===== config.mk =====
export PLATFORM = sky130hd
export DESIGN_NAME = uart_rx16_fifo
export DESIGN_NICKNAME = d
export VERILOG_FILES = /design/src/rtl/uart_rx16_fifo.sv
export SDC_FILE = /design/constraint.sdc
export NUM_CORES = 1
export LEC_CHECK = 0
export BUFFER_PORTS_ARGS = -buffer_cell sky130_fd_sc_hd__buf_2
export CAP_MARGIN = 20
export CELL_PAD_IN_SITES_DETAIL_PLACEMENT = 1
export CELL_PAD_IN_SITES_GLOBAL_PLACEMENT = 1
export CORE_UTILIZATION = 45
export CTS_CLUSTER_DIAMETER = 120
export DETAILED_ROUTE_END_ITERATION = 12
export MAX_ROUTING_LAYER = met4
export PLACE_DENSITY_LB_ADDON = 0.1
export RECOVER_POWER = 50
export SLEW_MARGIN = 25
export SYNTH_ARGS = -nofsm -noshare
export SYNTH_HDL_FRONTEND = slang
export SYNTH_SLANG_ARGS = --single-unit

===== constraint.sdc =====
create_clock -name clk -period 4.2 [get_ports clk]
set_clock_uncertainty 0.1 [all_clocks]
set_input_delay 0.21 -clock clk [delete_from_list [all_inputs] [get_ports clk]]
set_output_delay 0.21 -clock clk [all_outputs]
set_load 0.03 [all_outputs]

===== src/rtl/uart_rx16_fifo.sv =====
// uart_rx16_fifo: 8N1 UART receiver with 16x oversampling, 3-sample majority
// vote per bit, false-start rejection, stop-bit framing check and a
// DEPTH-entry first-word-fall-through receive FIFO with sticky error flags.
module uart_rx16_fifo #(
    parameter int CLKFREQ = 50000000,
    parameter int BAUD    = 115200,
    parameter int DEPTH   = 16
) (
    input  logic                       clk,
    input  logic                       resetq,
    input  logic                       uart_rx,
    input  logic                       rd,
    output logic                       valid,
    output logic [7:0]                 data,
    output logic [$clog2(DEPTH):0]     count,
    output logic                       ferr,
    output logic                       overrun,
    input  logic                       clr_err
);

    localparam int DIV = CLKFREQ / (16 * BAUD);
    localparam int DVW = (DIV > 1) ? $clog2(DIV) : 1;
    localparam int AW  = $clog2(DEPTH);
    localparam int CW  = AW + 1;

    typedef enum logic [1:0] {IDLE, START, DATA, STOP} state_t;

    state_t         state;
    logic           rx1, rxs, rxp;
    logic [DVW-1:0] div_cnt;
    logic [3:0]     tcnt;
    logic           s0, s1;
    logic [2:0]     bitn;
    logic [7:0]     shreg;

    logic [7:0]     mem [DEPTH];
    logic [AW-1:0]  wp, rp;
    logic [CW-1:0]  cnt;

    logic start_edge, tick, decide, maj, stop_dec, push, pop, full, wr;

    assign start_edge = (state == IDLE) && rxp && !rxs;
    assign tick       = (div_cnt == DVW'(DIV - 1));
    assign decide     = tick && (tcnt == 4'd9);
    // The third sample is the live rxs value on the decision tick.
    assign maj        = (s0 & s1) | (s0 & rxs) | (s1 & rxs);
    assign stop_dec   = (state == STOP) && decide;
    assign push       = stop_dec && maj;
    assign pop        = rd && (cnt != '0);
    assign full       = (cnt == CW'(DEPTH));
    assign wr         = push && (!full || pop);

    assign valid   = (cnt != '0);
    assign data    = valid ? mem[rp] : '0;
    assign count   = cnt;

    // Two-flop synchronizer plus previous-sample register for edge detection
    always_ff @(posedge clk or negedge resetq) begin
        if (!resetq) begin
            rx1 <= 1'b1;
            rxs <= 1'b1;
            rxp <= 1'b1;
        end else begin
            rx1 <= uart_rx;
            rxs <= rx1;
            rxp <= rxs;
        end
    end

    // 16x tick divider and tick counter, realigned to each start edge
    always_ff @(posedge clk or negedge resetq) begin
        if (!resetq) begin
            div_cnt <= '0;
            tcnt    <= '0;
        end else if (start_edge) begin
            div_cnt <= '0;
            tcnt    <= '0;
        end else if (tick) begin
            div_cnt <= '0;
            tcnt    <= tcnt + 4'd1;
        end else begin
            div_cnt <= div_cnt + DVW'(1);
        end
    end

    // Receive FSM: sample collection, bit decisions and byte assembly
    always_ff @(posedge clk or negedge resetq) begin
        if (!resetq) begin
            state <= IDLE;
            s0    <= 1'b1;
            s1    <= 1'b1;
            bitn  <= '0;
            shreg <= '0;
        end else begin
            if (tick && tcnt == 4'd7) s0 <= rxs;
            if (tick && tcnt == 4'd8) s1 <= rxs;
            case (state)
                IDLE:  if (start_edge) state <= START;
                START: if (decide) begin
                    bitn  <= '0;
                    state <= maj ? IDLE : DATA;
                end
                DATA:  if (decide) begin
                    shreg <= {maj, shreg[7:1]};
                    bitn  <= bitn + 3'd1;
                    if (bitn == 3'd7) state <= STOP;
                end
                STOP:  if (decide) state <= IDLE;
                default: state <= IDLE;
            endcase
        end
    end

    // FIFO pointers, occupancy and sticky error flags
    always_ff @(posedge clk or negedge resetq) begin
        if (!resetq) begin
            wp      <= '0;
            rp      <= '0;
            cnt     <= '0;
            ferr    <= 1'b0;
            overrun <= 1'b0;
        end else begin
            if (wr)  wp <= wp + AW'(1);
            if (pop) rp <= rp + AW'(1);
            case ({wr, pop})
                2'b10:   cnt <= cnt + CW'(1);
                2'b01:   cnt <= cnt - CW'(1);
                default: cnt <= cnt;
            endcase
            if (stop_dec && !maj)          ferr <= 1'b1;
            else if (clr_err)              ferr <= 1'b0;
            if (push && full && !pop)      overrun <= 1'b1;
            else if (clr_err)              overrun <= 1'b0;
        end
    end

    // FIFO storage
    always_ff @(posedge clk) begin
        if (wr) mem[wp] <= shreg;
    end

endmodule


==> impl_metrics.csv, run 1 <==
group,metric,value,unit
synth,avgSynthCellArea,18.0,um2
run_status,status,"finished with violations",
drt,vias,3482,
worst_setup_path,crit_path_max_fanout,19,
clock_network,postCtsSetupRepairBufs,0,
worst_setup_path,critPathKind,"flop to output port",
synth,synth_cell_types,44,
hold_path,min_path_type,"input port to flop",
grt,grt_pass1_vias,3609,
clock_network,tritoncts,"done",
worst_setup_path,arrival,2.98,ns
sta,min_period,3.29,ns
worst_setup_path,startpoint,"rp[0]",
floorplanning,fp.dieArea,0.0161,mm2
synth,synth_area,0.00703,mm2
layout,drive_gt1_share,25.7,%
worst_setup_path,crit_required,3.89,ns
clock_network,clock_path_buffers,2,
worst_setup_path,startpoint_type,"flop",
clock_network,h-tree-depth,4,
drt,route.met2.wl,6.84,mm
clock_network,path_clk_slew,0.06,ns
sta,fin_crit_sh,78.3,%
synth,synth_warnings,0,
drt,dr.pass1.iters,4,
layout,layout_common_cells,"edfxtp_1 (128), mux4_2 (40), dfrtp_1 (36)",
pwr,vdd_drop_max,0.329,mV
grt,grt_overflow,0,
floorplanning,io-pin-count,21,
drt,wire_per_inst,22.8,um
layout,syn2layout_area_growth,13.7,%
clock_network,cts_root_buf,"clkbuf_16",
synth,syn-num-nets,411,
sta,slew_headroom,-55.9,%
drt,via_per_inst,5.55,
grt,grt_max_degree,43,
pwr,p_int,0.00316,W
worst_setup_path,rr_endpoint,"mem[12][3]",
sta,layout_setup_ws,0.913,ns
floorplanning,core,0.0152,mm2
clock_network,clk_latency,0.42,ns
sta,slew_violations,43,
grt,track_usage,20.0,%
clock_network,cts_sinks,170,
worst_setup_path,ff2ff_setup_slack,1.00,ns
layout,final_common_cell,"edfxtp_1",
pwr,finalPower,0.00430,W
pwr,clkPwrFrac,36.2,%
synth,synth_cells,390,
worst_setup_path,cp-end-kind,"output port",
sta,finalSetupViolCount,0,
pwr,swShare,26.4,%
placement,gp_congestion,0.739,
pwr,sequentialPowerShare,48.8,%
drt,drt-initial-drc-count,258,
clock_network,cts_buffers,17,
floorplanning,row_count,45,
clock_network,ctsResizeCount,0,
pwr,leakage,3.19,nW
placement,dp_hpwl,9.41,mm
layout,num-fill-cells,1402,
sta,hold_slack,0.0480,ns
grt,antenna_found_initial,0,
drt,totalWireLength,14.3,mm
layout,antenna_cells,0,
grt,grt_first_pass_wirelength,22.1,mm
run_status,violations,"max-capacitance violations, max-slew violations",
floorplanning,die_x,127,um
drt,drc,0,
sta,rsz0062_at_grt,"false",
pwr,combinationalPowerShare,15.0,%
pwr,p_per_area,538,mW/mm2
placement,pre_cts_ws,0.942,ns
pwr,power_switching,0.00114,W
layout,final_net_count,447,
sta,finalHoldViolCount,0,
placement,port_buffers,20,
drt,wl_met1,6.83,mm
drt,ant_nets,0,
floorplanning,initial_core_util,46.2,%
sta,timing.fmax,304,MHz
synth,ys_seq_area_share,69.7,%
layout,final_util,52.6,%
flow_run,cap_violations,1,
drt,highest-signal-layer,"met4",
drt,wl_met3,484,um
worst_setup_path,cp-endpoint,"data[0]",
floorplanning,die_h,127,um
sta,fin_setup_tns,0,ns
worst_setup_path,r2r_start,"div_cnt[0]",
sta,worstMarginPinSlew,2.34,ns
worst_setup_path,r2r_cells,7,
synth,ys_ff_latch,170,
per-stage QoR:
step	cells	instance area (um2)
after detailed placement	592	7370
after global placement	592	7370
after floorplan	390	7030
after CTS	627	8000
final	627	7990
after global routing	627	7990
registers in the layout, indices dropped and copies added, names as in the netlist, 3 cells and up, named ones only:
name     count
bitn         3
count        5
div_cnt      5
mem        128
rp           4
shreg        8
tcnt         4
wp           4
critical path, stage by stage, from the launching register on:
cell	delay, ns
dfrtp_2	0.80
buf_4	0.37
mux4_2	0.55
mux4_2	0.47
nor2b_1	0.14
buf_2	0.21
cell families after synthesis:
kind of cell / share of synthesized area, %
flip-flops: 69.7
AND/OR/NAND/NOR: 6.91
multiplexers: 15.0
buffers and inverters: 1.51
AO/OA/AOI/OAI: 1.85
adder cells (fa/ha/maj): 3.10
XOR/XNOR: 1.87
layer usage:
| layer | GRT usage (%) | up-vias |
|---|---|---|
| met5 | - | - |
| met4 | 6.51 | 0 |
| met3 | 4.44 | 14 |
| met2 | 29.8 | 49 |
| met1 | 27.6 | 1838 |
| li1 | - | 1581 |
worst min path at each step:
stage | from | to | slack (ns) | depth (start not counted)
after floorplan | resetq | async pin | -0.19 | 0
after global placement | uart_rx | rx1 | 0.22 | 1
after detailed placement | uart_rx | rx1 | 0.22 | 1
after CTS | rd | rp[0] | 0.03 | 3
after global routing | rd | rp[0] | 0.06 | 3
final | rd | rp[0] | 0.05 | 3
final cells by class:
cell class,instances,area (um2),share of cell area [%]
clock buffer,25,508,6.36
inverter,12,45.0,0.564
multi-input combinational,193,2020,25.3
timing repair buffer,32,190,2.38
clock inverter,7,87.6,1.10
sequential,170,4900,61.4
tap,188,235,2.94
power by group through the flow:
stage	Sequential [W]	Combinational [W]	Clock, W
detailed placement	0.00214	0.000659	0
global route	0.00212	0.000707	0.00165
finish	0.00210	0.000646	0.00156
global placement	0.00213	0.000643	0
floorplan	0.00202	0.000570	0
CTS	0.00211	0.000662	0.00159
Yosys cell counts:
master | number | area [um2]
nand2b_1 | 4 | 25.0
o31ai_1 | 1 | 7.51
a21oi_1 | 4 | 20.0
clkbuf_1 | 8 | 30.0
nor4b_1 | 2 | 17.5
mux2_2 | 12 | 135
mux4_2 | 40 | 901
nand4b_1 | 2 | 17.5
or4b_4 | 1 | 13.8
nor3_4 | 1 | 16.3
inv_1 | 12 | 45.0
nor2b_1 | 10 | 62.6
o21ai_0 | 6 | 30.0
nor2_1 | 21 | 78.8
buf_1 | 3 | 11.3
nand2_2 | 1 | 6.26
nand3_1 | 2 | 10.0
a311oi_1 | 1 | 8.76
a21o_1 | 1 | 7.51
a21oi_2 | 1 | 8.76
fa_1 | 1 | 20.0
and4b_1 | 2 | 20.0
nor3b_2 | 1 | 12.5
a22o_1 | 3 | 26.3
xnor2_1 | 11 | 96.3
ha_1 | 15 | 188
and4_1 | 1 | 8.76
or3_1 | 2 | 12.5
nand2_1 | 26 | 97.6
nand4b_4 | 1 | 23.8
o22ai_1 | 1 | 6.26
o21ai_2 | 1 | 8.76
dfrtp_1 | 37 | 926
a31oi_1 | 1 | 6.26
dfstp_2 | 5 | 131
nor3b_1 | 1 | 7.51
nand4_1 | 3 | 18.8
or4_4 | 1 | 11.3
edfxtp_1 | 128 | 3840
mux2i_1 | 2 | 20.0
nor3_1 | 5 | 25.0
maj3_1 | 1 | 10.0
buf_2 | 4 | 20.0
xor2_1 | 4 | 35.0
what timing repair did:
action	CTS	global route
setup endpoints to repair	0	0
endpoints found under the hold margin	40	0
hold buffers	3	0
No activity file was read; power rests on OpenSTA's default activity.
==> run 2, diff against run 1 <==
==> constraint.sdc (replaced) <==
create_clock -name clk -period 3.4 [get_ports clk]
set_clock_uncertainty 0.1 [all_clocks]
set_input_delay 0.17 -clock clk [delete_from_list [all_inputs] [get_ports clk]]
set_output_delay 0.17 -clock clk [all_outputs]
set_load 0.03 [all_outputs]
==> impl_metrics.csv, run 2 (synthesis results as in run 1) <==
group,metric,value,unit
layout,antenna_cells,0,
sta,slew_violations,43,
sta,worstMarginPinSlew,2.39,ns
layout,final_util,53.0,%
run_status,violations,"max-capacitance violations, max-slew violations",
drt,wire_per_inst,22.0,um
floorplanning,die_h,127,um
pwr,clkPwrFrac,35.5,%
worst_setup_path,cp-end-kind,"flop",
pwr,leakage,3.24,nW
sta,fin_crit_sh,87.5,%
placement,port_buffers,20,
sta,finalHoldViolCount,0,
pwr,p_int,0.00375,W
drt,dr.pass1.iters,6,
grt,antenna_found_initial,0,
clock_network,clock_path_buffers,2,
floorplanning,io-pin-count,21,
hold_path,min_path_type,"flop to flop",
clock_network,clk_latency,0.43,ns
floorplanning,core,0.0152,mm2
grt,track_usage,20.1,%
grt,grt_first_pass_wirelength,22.6,mm
placement,dp.cells,603,
clock_network,cts_sinks,170,
layout,largest_reg_flops,128,
worst_setup_path,startpoint_type,"flop",
pwr,vdd_drop_max,0.430,mV
sta,timing.fmax,336,MHz
layout,layout.cells.non_filler,639,
floorplanning,fp.dieArea,0.0161,mm2
drt,ant_nets,0,
pwr,sequentialPowerShare,47.2,%
drt,vias,3557,
sta,finalSetupViolCount,0,
clock_network,cts_buffers,17,
layout,layout_common_cells,"edfxtp_1 (128), mux4_2 (40), dfrtp_1 (36)",
flow_run,cap_violations,1,
pwr,p_per_area,651,mW/mm2
sta,min_period,2.97,ns
clock_network,h-tree-depth,4,
worst_setup_path,crit_path_max_fanout,7,
sta,rsz0062_at_grt,"false",
layout,num-fill-cells,1395,
layout,final_net_count,459,
worst_setup_path,critPathKind,"flop to flop",
clock_network,cts_root_buf,"clkbuf_16",
grt,grt_overflow,0,
worst_setup_path,r2r_cells,12,
pwr,swShare,28.5,%
drt,drc,0,
sta,fin_setup_tns,0,ns
sta,slew_headroom,-59.2,%
pwr,power_switching,0.00150,W
drt,drt-initial-drc-count,162,
worst_setup_path,arrival,3.23,ns
layout,syn2layout_area_growth,14.7,%
placement,pre_cts_ws,0.455,ns
pwr,combinationalPowerShare,17.3,%
clock_network,path_clk_slew,0.06,ns
placement,gp_congestion,0.717,
worst_setup_path,crit_required,3.66,ns
floorplanning,initial_core_util,46.2,%
sta,layout_setup_ws,0.425,ns
clock_network,tritoncts,"done",
grt,grt_pass1_vias,3837,
layout,largestRegisters,"mem (128), shreg (8)",
floorplanning,row_count,45,
layout,drive_gt1_share,28.6,%
floorplanning,die_x,127,um
layout,top_register,"mem",
placement,dp_hpwl,9.07,mm
clock_network,ctsResizeCount,0,
hold_path,holdPathStages,0,
layout,final_common_cell,"edfxtp_1",
run_status,status,"finished with violations",
drt,totalWireLength,14.1,mm
drt,via_per_inst,5.57,
grt,grt_max_degree,43,
==> run 2: changes by cell type in the layout (fill, tap and decap cells not counted), sizes merged <==
| cell | previous run | this run |
|---|---|---|
| clkinvlp | 2 | 3 |
| dlygate4sd3 | 3 | 4 |
| clkbuf | 31 | 23 |
| inv | 12 | 19 |
| bufinv | 2 | 1 |
| clkinv | 3 | 4 |
| buf | 23 | 34 |
==> run 2: path summary, 6_finish.rpt <==
path,start,endpoint,slack [ns]
max,div_cnt[0],count[4],0.43
min,rx1,rxs,0.27
max reg2reg,div_cnt[0],count[4],0.43
min reg2reg,rx1,rxs,0.27
max in group asynchronous,resetq,rp[0],0.75
min in group asynchronous,resetq,count[3],0.90
==> run 2: layout make-up <==
type                            instances  area, um2  share of cell area, %
Tap cell                              188        235                   2.92
Clock buffer                           17        425                   5.28
Multi-Input combinational cell        193       2020                   25.1
Clock inverter                         15        139                   1.72
Inverter                               12       45.0                  0.559
Timing Repair Buffer                   44        295                   3.66
Sequential cell                       170       4900                   60.8
==> run 2: through the flow <==
| stage | cell area [um2] | total power [W] | hold slack (ns) |
|---|---|---|---|
| 6_report | 8060 | 0.00525 | 0.266 |
| 5_1_grt | 8060 | 0.00548 | 0.278 |
| 4_1_cts | 8070 | 0.00533 | 0.268 |
| 3_5_place_dp | 7470 | 0.00345 | 0.183 |
| 3_3_place_gp | 7470 | 0.00342 | 0.176 |
| 2_1_floorplan | 7030 | 0.00320 | -0.226 |
==> run 2: power by group through the flow <==
stage               Combinational [W]  Clock [W]  Sequential (W)
floorplan                    0.000704          0         0.00250
global placement             0.000898          0         0.00252
detailed placement           0.000918          0         0.00253
CTS                          0.000932    0.00191         0.00249
global route                 0.000999    0.00198         0.00251
finish                       0.000905    0.00186         0.00248
==> run 2: repair_timing <==
action                    CTS  global route
buffers inserted            0             0
hold endpoints to repair   41             0
hold buffers                4             0
==> run 2: critical path: stages (launching register included) <==
cell and delay (ns):
dfrtp_1 0.38, inv_1 0.06, ha_1 0.24, and4b_1 0.30, and4_1 0.27, nor2_1 0.33
inv_1 0.11, fa_1 0.42, nor2b_1 0.12, o21ai_0 0.10, nor4b_1 0.15, a31oi_1 0.20
xnor2_1 0.14
==> run 2: layer usage <==
layer / GRT usage (%) / routed length [um]
met2: 29.7 / 6620
met4: 8.19 / 242
met5: - / 0
met3: 4.02 / 464
met1: 27.6 / 6720
